## src/rtl/video_sync_receiver.sv

```systemverilog
// rtl/video_sync_receiver.sv - 3-bit RGB video link receiver with sync timing lock and pixel recovery
//
// Samples hsync/vsync/rgb once per pixel clock and measures the line length
// and lines per frame. After LOCK_FRAMES consecutive identical frames it
// locks, then emits one strobe per active pixel with its coordinates.
// Optional macro VIDEO_RX_CRC_EN adds a per-frame CRC-16-CCITT of the
// active pixels.
//
// Ports:
//   clk, reset        pixel clock; asynchronous active-high reset
//   hsync_in/vsync_in sync inputs, polarity set by SYNC_ACTIVE_LOW
//   rgb_in            pixel colour {b,g,r}
//   pix_valid/x/y/rgb active pixel strobe, column, row, colour
//   frame_start       pulse on each vsync leading edge while locked
//   locked            timing lock status
//   line_len          stored line length in clocks
//   frame_lines       stored lines per frame
//   sync_err          pulse when lock is lost
//   frame_crc         CRC of the previous fully locked frame (0 without VIDEO_RX_CRC_EN)

module video_sync_receiver #(
    parameter int H_ACTIVE        = 256,
    parameter int V_ACTIVE        = 240,
    parameter int H_START         = 46,
    parameter int V_START         = 8,
    parameter int SYNC_ACTIVE_LOW = 1,
    parameter int LOCK_FRAMES     = 2
) (
    input  logic        clk,
    input  logic        reset,
    input  logic        hsync_in,
    input  logic        vsync_in,
    input  logic [2:0]  rgb_in,
    output logic        pix_valid,
    output logic [8:0]  pix_x,
    output logic [8:0]  pix_y,
    output logic [2:0]  pix_rgb,
    output logic        frame_start,
    output logic        locked,
    output logic [10:0] line_len,
    output logic [9:0]  frame_lines,
    output logic        sync_err,
    output logic [15:0] frame_crc
);

    typedef enum logic [1:0] {SEARCH, MEASURE, LOCKED} state_t;

    localparam logic        SYNC_POL = (SYNC_ACTIVE_LOW != 0);
    localparam logic [10:0] H_BEG    = 11'(H_START);
    localparam logic [10:0] H_END    = 11'(H_START + H_ACTIVE);
    localparam logic [9:0]  V_BEG    = 10'(V_START);
    localparam logic [9:0]  V_END    = 10'(V_START + V_ACTIVE);
    localparam logic [2:0]  LOCK_N   = 3'(LOCK_FRAMES);
    localparam logic [10:0] H_MAX    = 11'h7FF;
    localparam logic [9:0]  V_MAX    = 10'h3FF;

    // input stage, syncs normalised to 1 = asserted
    logic       hs1, vs1, hs1_d, vs1_d;
    logic [2:0] rgb1;
    logic       h_edge, v_edge;

    logic [10:0] hcnt_q, hcnt_next, meas_len, cur_len;
    logic [9:0]  vline_q, vline_next;
    logic        seen_h, frame_has_line, line_bad;

    state_t      state, state_next;
    logic [2:0]  match_cnt, match_next;
    logic        store, err, act;

    assign h_edge = hs1 & ~hs1_d;
    assign v_edge = vs1 & ~vs1_d;

    // hcnt_next / vline_next are the counts that belong to the current s1 sample
    assign hcnt_next  = h_edge ? 11'd0 : ((hcnt_q == H_MAX) ? H_MAX : hcnt_q + 11'd1);
    assign meas_len   = (hcnt_q == H_MAX) ? H_MAX : hcnt_q + 11'd1;
    assign vline_next = v_edge ? 10'd0 :
                        ((h_edge && vline_q != V_MAX) ? vline_q + 10'd1 : vline_q);

    always_ff @(posedge clk or posedge reset) begin
        if (reset) begin
            hs1            <= 1'b0;
            vs1            <= 1'b0;
            hs1_d          <= 1'b0;
            vs1_d          <= 1'b0;
            rgb1           <= 3'd0;
            hcnt_q         <= 11'd0;
            vline_q        <= 10'd0;
            cur_len        <= 11'd0;
            seen_h         <= 1'b0;
            frame_has_line <= 1'b0;
            line_bad       <= 1'b0;
        end else begin
            hs1     <= hsync_in ^ SYNC_POL;
            vs1     <= vsync_in ^ SYNC_POL;
            hs1_d   <= hs1;
            vs1_d   <= vs1;
            rgb1    <= rgb_in;
            hcnt_q  <= hcnt_next;
            vline_q <= vline_next;
            if (h_edge) begin
                cur_len <= meas_len;
                seen_h  <= 1'b1;
            end
            // a line only counts once a previous hsync edge gave it a start point
            if (v_edge) begin
                frame_has_line <= 1'b0;
                line_bad       <= 1'b0;
            end else if (h_edge && seen_h) begin
                frame_has_line <= 1'b1;
                if (frame_has_line && meas_len != cur_len)
                    line_bad <= 1'b1;
            end
        end
    end

    always_comb begin
        state_next = state;
        match_next = match_cnt;
        store      = 1'b0;
        err        = 1'b0;
        unique case (state)
            SEARCH: begin
                if (v_edge) begin
                    state_next = MEASURE;
                    match_next = 3'd0;
                end
            end
            MEASURE: begin
                if (v_edge) begin
                    if (line_bad || !frame_has_line) begin
                        match_next = 3'd0;
                    end else if (cur_len == line_len && vline_q == frame_lines) begin
                        match_next = match_cnt + 3'd1;
                    end else begin
                        store      = 1'b1;
                        match_next = 3'd1;
                    end
                    if (match_next == LOCK_N)
                        state_next = LOCKED;
                end
            end
            LOCKED: begin
                if ((h_edge && meas_len != line_len) ||
                    (v_edge && vline_q != frame_lines) ||
                    hcnt_next == H_MAX || vline_next == V_MAX) begin
                    err        = 1'b1;
                    state_next = SEARCH;
                end
            end
            default: state_next = SEARCH;
        endcase
    end

    // judged on state_next so pixels stop in the same cycle lock is lost
    assign act = (state_next == LOCKED) &&
                 (hcnt_next >= H_BEG) && (hcnt_next < H_END) &&
                 (vline_next >= V_BEG) && (vline_next < V_END);

    assign locked = (state == LOCKED);

    always_ff @(posedge clk or posedge reset) begin
        if (reset) begin
            state       <= SEARCH;
            match_cnt   <= 3'd0;
            line_len    <= 11'd0;
            frame_lines <= 10'd0;
            sync_err    <= 1'b0;
            frame_start <= 1'b0;
            pix_valid   <= 1'b0;
            pix_x       <= 9'd0;
            pix_y       <= 9'd0;
            pix_rgb     <= 3'd0;
        end else begin
            state       <= state_next;
            match_cnt   <= match_next;
            sync_err    <= err;
            frame_start <= v_edge && (state_next == LOCKED);
            if (store) begin
                line_len    <= cur_len;
                frame_lines <= vline_q;
            end
            pix_valid <= act;
            pix_x     <= 9'(hcnt_next - H_BEG);
            pix_y     <= 9'(vline_next - V_BEG);
            pix_rgb   <= rgb1;
        end
    end

`ifdef VIDEO_RX_CRC_EN
    logic [15:0] crc_q, frame_crc_q;
    logic        frame_ok;

    function automatic logic [15:0] crc_byte(input logic [15:0] c_in, input logic [7:0] d);
        logic [15:0] c;
        logic        fb;
        c = c_in;
        for (int i = 7; i >= 0; i--) begin
            fb = c[15] ^ d[i];
            c  = {c[14:0], 1'b0} ^ (fb ? 16'h1021 : 16'h0000);
        end
        return c;
    endfunction

    // frame_ok: lock held since this frame's opening vsync edge
    always_ff @(posedge clk or posedge reset) begin
        if (reset) begin
            crc_q       <= 16'hFFFF;
            frame_crc_q <= 16'h0000;
            frame_ok    <= 1'b0;
        end else if (v_edge) begin
            if (frame_ok && !err)
                frame_crc_q <= crc_q;
            crc_q    <= 16'hFFFF;
            frame_ok <= (state_next == LOCKED);
        end else begin
            if (err)
                frame_ok <= 1'b0;
            if (act)
                crc_q <= crc_byte(crc_q, {5'b0, rgb1});
        end
    end

    assign frame_crc = frame_crc_q;
`else
    assign frame_crc = 16'h0000;
`endif

endmodule

```

## config.mk

```make
export PLATFORM = sky130hd
export DESIGN_NAME = video_sync_receiver
export DESIGN_NICKNAME = d
export VERILOG_FILES = /design/src/rtl/video_sync_receiver.sv
export SDC_FILE = /design/constraint.sdc
export NUM_CORES = 1
export LEC_CHECK = 0
export CORE_UTILIZATION = 40
export DETAILED_ROUTE_END_ITERATION = 10
export GPL_TIMING_DRIVEN = 0
export SYNTH_ARGS = -nofsm -noshare
export SYNTH_HDL_FRONTEND = slang
export SYNTH_SLANG_ARGS = --single-unit
```

## constraint.sdc

```tcl
create_clock -name clk -period 3.7 [get_ports clk]
set_clock_uncertainty 0.15 [all_clocks]
set_input_delay 0.555 -clock clk [delete_from_list [all_inputs] [get_ports clk]]
set_output_delay 0.555 -clock clk [all_outputs]
set_load 0.02 [all_outputs]
```

==> results of run 1 <==
-- Yosys cell counts, types with 3 or more instances --
| master | instances |
|---|---|
| xnor2_1 | 35 |
| inv_1 | 15 |
| ha_1 | 5 |
| o21ai_0 | 23 |
| and2_1 | 8 |
| mux2i_1 | 8 |
| clkbuf_1 | 11 |
| a211oi_1 | 3 |
| mux2_2 | 21 |
| nand3_1 | 16 |
| nor2b_1 | 5 |
| buf_4 | 24 |
| and3_1 | 6 |
| dfrtp_1 | 88 |
| or3_1 | 3 |
| nand2_1 | 29 |
| xor2_1 | 17 |
| buf_2 | 6 |
| nor2_1 | 33 |
| nand2b_1 | 12 |
| a31oi_1 | 12 |
| a21oi_1 | 12 |
| nand4_1 | 14 |
| nor4_1 | 5 |
| nor3_1 | 10 |
-- sequential cells by signal, indices dropped and copies added, names as in the netlist, 2 cells and up --
name	flops
pix_y	9
rgb1	3
frame_lines	10
pix_rgb	3
hcnt_q	10
cur_len	11
state	2
line_len	11
vline_q	7
match_cnt	3
pix_x	9
-- cells by family after synthesis --
group,share of synthesized area
xor+xnor,0.0969
compound gates,0.104
flops,0.468
buf+inv,0.0684
fa+ha+maj,0.0133
other cells,0.000798
simple gates,0.178
mux,0.0703
-- layer usage --
| layer | part of all wire | vias up |
|---|---|---|
| li1 | - | 1745 |
| met1 | 0.49 | 1704 |
| met2 | 0.45 | 100 |
| met3 | 0.041 | 21 |
| met4 | 0.021 | 0 |
| met5 | 0 | - |
-- power breakdown --
part           switching [mW]  internal [mW]
clock                   0.375          0.630
combinational           0.452          0.361
sequential              0.106           1.06
-- final cells by class --
class                           count  share of cell area
Clock buffer                       12              0.0441
Tap cell                          143              0.0308
Sequential cell                    88               0.379
Clock inverter                      4              0.0127
Inverter                           15              0.0101
Multi-Input combinational cell    332               0.384
Timing Repair Buffer               53              0.0942
Buffer                             44              0.0456
-- per-stage QoR --
stage          setup TNS [ns]  power, mW  setup slack, ns  cell area, µm²  hold slack (ns)
3_3_place_gp           -60.79       1.98           -0.695            5460            0.186
4_1_cts                     0       3.01            0.228            5820            0.202
5_1_grt                     0       3.13          0.00441            5820            0.205
3_5_place_dp                0       2.00            0.241            5490            0.186
6_report                    0       2.99            0.227            5820            0.199
2_1_floorplan               0       1.71            0.716            4760            0.181
-- worst paths after layout --
check | from | cells past startpoint | slack, ns | end
hold reg to reg | rgb1[1]$_DFF_PP0_ | 0 | 0.20 | pix_rgb[1]$_DFF_PP0_
max in group asynchronous | reset | 3 | 2.37 | cur_len[0]$_DFFE_PP0P_
setup reg to reg | hs1$_DFF_PP0_ | 11 | 0.23 | pix_valid$_DFF_PP0_
setup / recovery | hs1$_DFF_PP0_ | 11 | 0.23 | pix_valid$_DFF_PP0_
min in group asynchronous | reset | 2 | 0.42 | rgb1[1]$_DFF_PP0_
hold / removal | rgb1[1]$_DFF_PP0_ | 0 | 0.20 | pix_rgb[1]$_DFF_PP0_
-- worst reg2reg max path: stages, from the launching register on --
cell	delay [ns]
dfrtp_1	0.40
nor2b_1	0.44
clkbuf_1	0.50
buf_1	0.47
a21oi_1	0.13
ha_1	0.24
inv_1	0.09
o21a_1	0.14
o21ai_0	0.12
nor2b_1	0.28
mux2i_1	0.30
nor3_1	0.08
==> qor.yml, run 1 <==
run_status:
  status: "complete, no violations"
routing:
  drc_errors: 0
  via_count: 3570
  routedWlPerCell_um: 16.1
  first_pass_iters: 5
  dr.first_iter.drc_count: 175
  avgViaCountPerCell: 5.17
  antenna_left: 0
  wl_mm: 11.1
grt:
  overflow: 0
  top_usage_layer: "met2"
  antenna_found_initial: 0
  grt_use_total: 0.188
  grt_pass1_vias: 3426
  grt_pass1_wl_mm: 17.8
  use_met3: 0.0318
  grtUsageMet1: 0.261
  use_met2: 0.287
  grt_max_degree: 58
setup_path:
  slowest_stage: "clkbuf_1"
  arrival_ns: 3.55
  crit_path_end_kind: "flop"
  critPathLaunchType: "flop"
  crit_path_cell_trace: "nor2b_1 -> clkbuf_1 -> buf_1 -> a21oi_1 -> ha_1 -> inv_1 -> o21a_1 -> o21ai_0 -> nor2b_1 -> mux2i_1 -> nor3_1"
  worst-path-buf-inv: 3
  critical_path.max_stage_delay_ns: 0.50
  crit_top_cell: "nor2b_1"
  crit_fanout: 10
  critical_path_class: "reg -> reg"
  cp_top_family: "buffers and inverters"
  cp.required_ns: 3.78
power_and_ir_drop:
  ir_worst_vdd_v: 0.000366
  p_leak_nw: 2.51
  power_density_nw_per_um2: 513
timing:
  period_share: 0.939
  hold_violations: 0
  rsz0062_at_grt: "no"
  fmax_mhz: 288
  worst_pin_slew_ns: 0.737
  setup_viol_count_final: 0
  slew_headroom: 0.509
  drv_slew: 0
  fin_crit_ns: 3.47
finish:
  layout-drive-gt1-share: 0.146
  diodes: 0
  layout_commonest_cell: "dfrtp_1"
  layout_common_cells: "dfrtp_1 (88), clkdlybuf4s50_1 (52), xnor2_1 (35)"
  multi_input_area_um2: 2230
  layout.nets: 555
  final_cells: 691
  fin_util: 0.509
  fillers: 1087
  area.growth.synth_to_final_pct: 23.7
  seq_area_um2: 2200
cts:
  postCtsHoldBufs: 0
  clk_pin_slew_ns: 0.06
  clockRootBuffer: "clkbuf_16"
  clk_latency_ns: 0.34
  clock-sinks: 88
  cts_tree: "done"
  cts_buffers: 9
  post_cts.repair.setup_buffers: 0
  clockBufferDepth: 2
  clock_tree.htree_level_count: 3
  cts_resized: 0
job:
  drv_cap: 0
synth:
  ys_ff_latch: 88
  yosysTopAreaCell: "dfrtp_1"
  synth_edf_count: 0
  synth_flop_cell: "dfrtp_1"
  synthDominantCellAreaShare: 0.468
  synth.distinct_cells: 58
  async_reset_ff_frac: 1.00
  syn_avg_cell_area_um2: 10.1
  synth_area_um2: 4700
  yosysSeqAreaShare: 0.468
  netlist_instances: 464
  yosysWarnings: 0
  synth.area.top_cells: "dfrtp_1 (47%), xnor2_1 (6.5%), mux2_2 (5.0%)"
floorplan:
  die_x_um: 110
  die_y_um: 110
  die-area_um2: 12200
  core_um2: 11400
  start_util: 0.412
  std_cell_rows: 39
  io_pins: 69
min_path:
  worstHoldPathType: "reg -> reg"
placed_design:
  place_hpwl_mm: 8.01
  place.gp.congestion: 0.919
  placedCellCount: 675
  port_buffers: 52
Note: power is estimated with default switching activity, not from simulation.
==> run 2: changes to the inputs <==
- CORE_MARGIN: unset -> 3
==> run 2 against run 1 <==
  * Non-clock buffer count stayed put
  * First-iteration DRC count is 9.7% lower
  * Sequential power hardly changed
  * Critical path depth stayed put
  * Maximum frequency is 3.0% higher
  * Largest cell class unchanged
  * Routed wire length is 0.58% lower
  * Via count is 0.62% higher
  * Count of clock-buffer cells in the layout is 1 lower
  * Critical endpoint unchanged
  * Critical path type unchanged
  * Setup slack better by 0.10 ns
==> qor.yml, run 2 (synthesized netlist as in run 1, its figures left out) <==
run_status:
  status: "complete, no violations"
finish:
  layout-drive-gt1-share: 0.145  # -0.00130
  area.growth.synth_to_final_pct: 22.9
  diodes: 0  # unchanged
  layout_commonest_cell: "dfrtp_1"
  layout_common_cells: "dfrtp_1 (88), clkdlybuf4s50_1 (52), xnor2_1 (35)"
  reg.largest.list: "cur_len: 11 flops, line_len: 11 flops"
  fin_util: 0.517  # +0.00771
  layout.nets: 555  # unchanged
cts:
  clockRootBuffer: "clkbuf_16"
  cts_tree: "done"
  clk_latency_ns: 0.34  # about the same
  post_cts.repair.setup_buffers: 0  # unchanged
  clk_pin_slew_ns: 0.06  # about the same
  postCtsHoldBufs: 0  # unchanged
  clockBufferDepth: 2  # unchanged
  clock-sinks: 88  # unchanged
  cts_buffers: 9  # unchanged
  clock_tree.htree_level_count: 3  # unchanged
  cts_resized: 0  # unchanged
setup_path:
  regToRegSetupSlack_ns: 0.33  # +0.10 ns
  cp.required_ns: 3.77  # about the same
  critPathLaunchType: "flop"
  slowest_stage: "clkbuf_1"
  crit_path_end_kind: "flop"
  r2r-end: "pix_valid$_DFF_PP0_"
  critical_path.max_stage_delay_ns: 0.49  # about the same
  critical_path_class: "reg -> reg"
  worst-r2r-cell-count: 11  # unchanged
  crit_top_cell: "nor2b_1"
  r2r_start: "hs1$_DFF_PP0_"
  crit_path_cell_trace: "nor2b_1 -> clkbuf_1 -> buf_1 -> a21oi_1 -> ha_1 -> inv_1 -> o21a_1 -> o21ai_0 -> nor2b_1 -> mux2i_1 -> nor3_1"
  arrival_ns: 3.44  # -0.11 ns
  crit_fanout: 10  # unchanged
routing:
  via_count: 3592  # +0.62%
  antenna_left: 0  # unchanged
  avgViaCountPerCell: 5.24  # +1.3%
  dr.first_iter.drc_count: 158  # -9.7%
  first_pass_iters: 4  # -1
  routedWlPerCell_um: 16.1  # +0.15%
  drc_errors: 0  # unchanged
  wl_mm: 11.0  # -0.58%
floorplan:
  core_um2: 11200  # -2.1%
  die_x_um: 114  # +3.6%
  start_util: 0.421  # +0.00904
  die_y_um: 114  # +3.6%
  io_pins: 69  # unchanged
  die-area_um2: 13100  # +7.4%
  std_cell_rows: 38  # -2.6%
timing:
  fin_crit_ns: 3.37  # -0.101 ns
  worst_pin_slew_ns: 0.728  # -0.00924 ns
  period_share: 0.911  # -0.0274
  setup-tns-final_ns: 0  # unchanged
  slew_headroom: 0.515  # +0.00616
  drv_slew: 0  # unchanged
  setup_viol_count_final: 0  # unchanged
  fmax_mhz: 297  # +3.0%
  rsz0062_at_grt: "no"
  hold_ws_ns: 0.200  # +0.000522 ns
  hold_violations: 0  # unchanged
power_and_ir_drop:
  ir_worst_vdd_v: 0.000297  # -19%
  power_density_nw_per_um2: 501  # -2.3%
  p_leak_nw: 2.49  # -0.79%
  fin_total_pwr_mw: 2.90  # -3.0%
min_path:
  hold_end: "pix_rgb[0]$_DFF_PP0_"
  hold_start: "rgb1[0]$_DFF_PP0_"
  min_path_cells: 0  # unchanged
  worstHoldPathType: "reg -> reg"
grt:
  overflow: 0  # unchanged
  grt_max_degree: 68  # +17%
  antenna_found_initial: 0  # unchanged
  grt_pass1_vias: 3663  # +6.9%
  grt_pass1_wl_mm: 18.5  # +3.7%
  grt_use_total: 0.179  # -0.00827
placed_design:
  place_hpwl_mm: 8.18  # +2.1%
  place.gp.congestion: 0.922  # +0.34%
  port_buffers: 52  # unchanged
job:
  drv_cap: 0  # unchanged
run 2: power by group:
part / switching (mW) / leakage, nW / internal (mW)
Sequential: 0.108 / 1.11 / 1.06
Clock: 0.362 / 0.143 / 0.551
Combinational: 0.450 / 1.23 / 0.361
run 2: per-stage QoR:
step / cell area (µm²) / cells / worst slack, ns
final: 5780 / 686 / 0.328
after global routing: 5780 / 686 / 0.0175
after CTS: 5780 / 686 / 0.254
after detailed placement: 5480 / 672 / 0.255
after global placement: 5450 / 671 / -0.665
after floorplan: 4760 / 479 / 0.716
run 2: cell type report:
| cell class | count | area [µm²] |
|---|---|---|
| Fill cell | 1022 | 5400 |
| Multi-Input combinational cell | 332 | 2230 |
| Sequential cell | 88 | 2200 |
| Timing Repair Buffer | 53 | 548 |
| Buffer | 44 | 265 |
| Clock buffer | 11 | 253 |
| Tap cell | 140 | 175 |
| Inverter | 15 | 58.8 |
| Clock inverter | 3 | 42.5 |
run 2: critical path, delay by kind of cell, from the launching register on:
family | cells | cell delay, ns
buf+inv | 3 | 1.05
simple gates | 3 | 0.73
flops | 1 | 0.40
compound gates | 3 | 0.38
mux | 1 | 0.28
fa+ha+maj | 1 | 0.24
run 2: worst max path at each step:
stage,from,to,slack [ns]
final,hs1$_DFF_PP0_,pix_valid$_DFF_PP0_,0.33
after global routing,hs1$_DFF_PP0_,pix_valid$_DFF_PP0_,0.02
after CTS,hs1$_DFF_PP0_,pix_valid$_DFF_PP0_,0.25
after detailed placement,hs1$_DFF_PP0_,pix_valid$_DFF_PP0_,0.26
after global placement,reset,line_len[2]$_DFFE_PP0P_,-0.67
after floorplan,reset,cur_len[0]$_DFFE_PP0P_,0.72
run 2: layer usage:
metal | up-vias | global-route usage | share of wire
li1 | 1735 | - | -
met1 | 1733 | 0.247 | 0.46
met2 | 107 | 0.277 | 0.47
met3 | 17 | 0.0349 | 0.051
met4 | 0 | 0.0768 | 0.021
met5 | - | 0 | 0
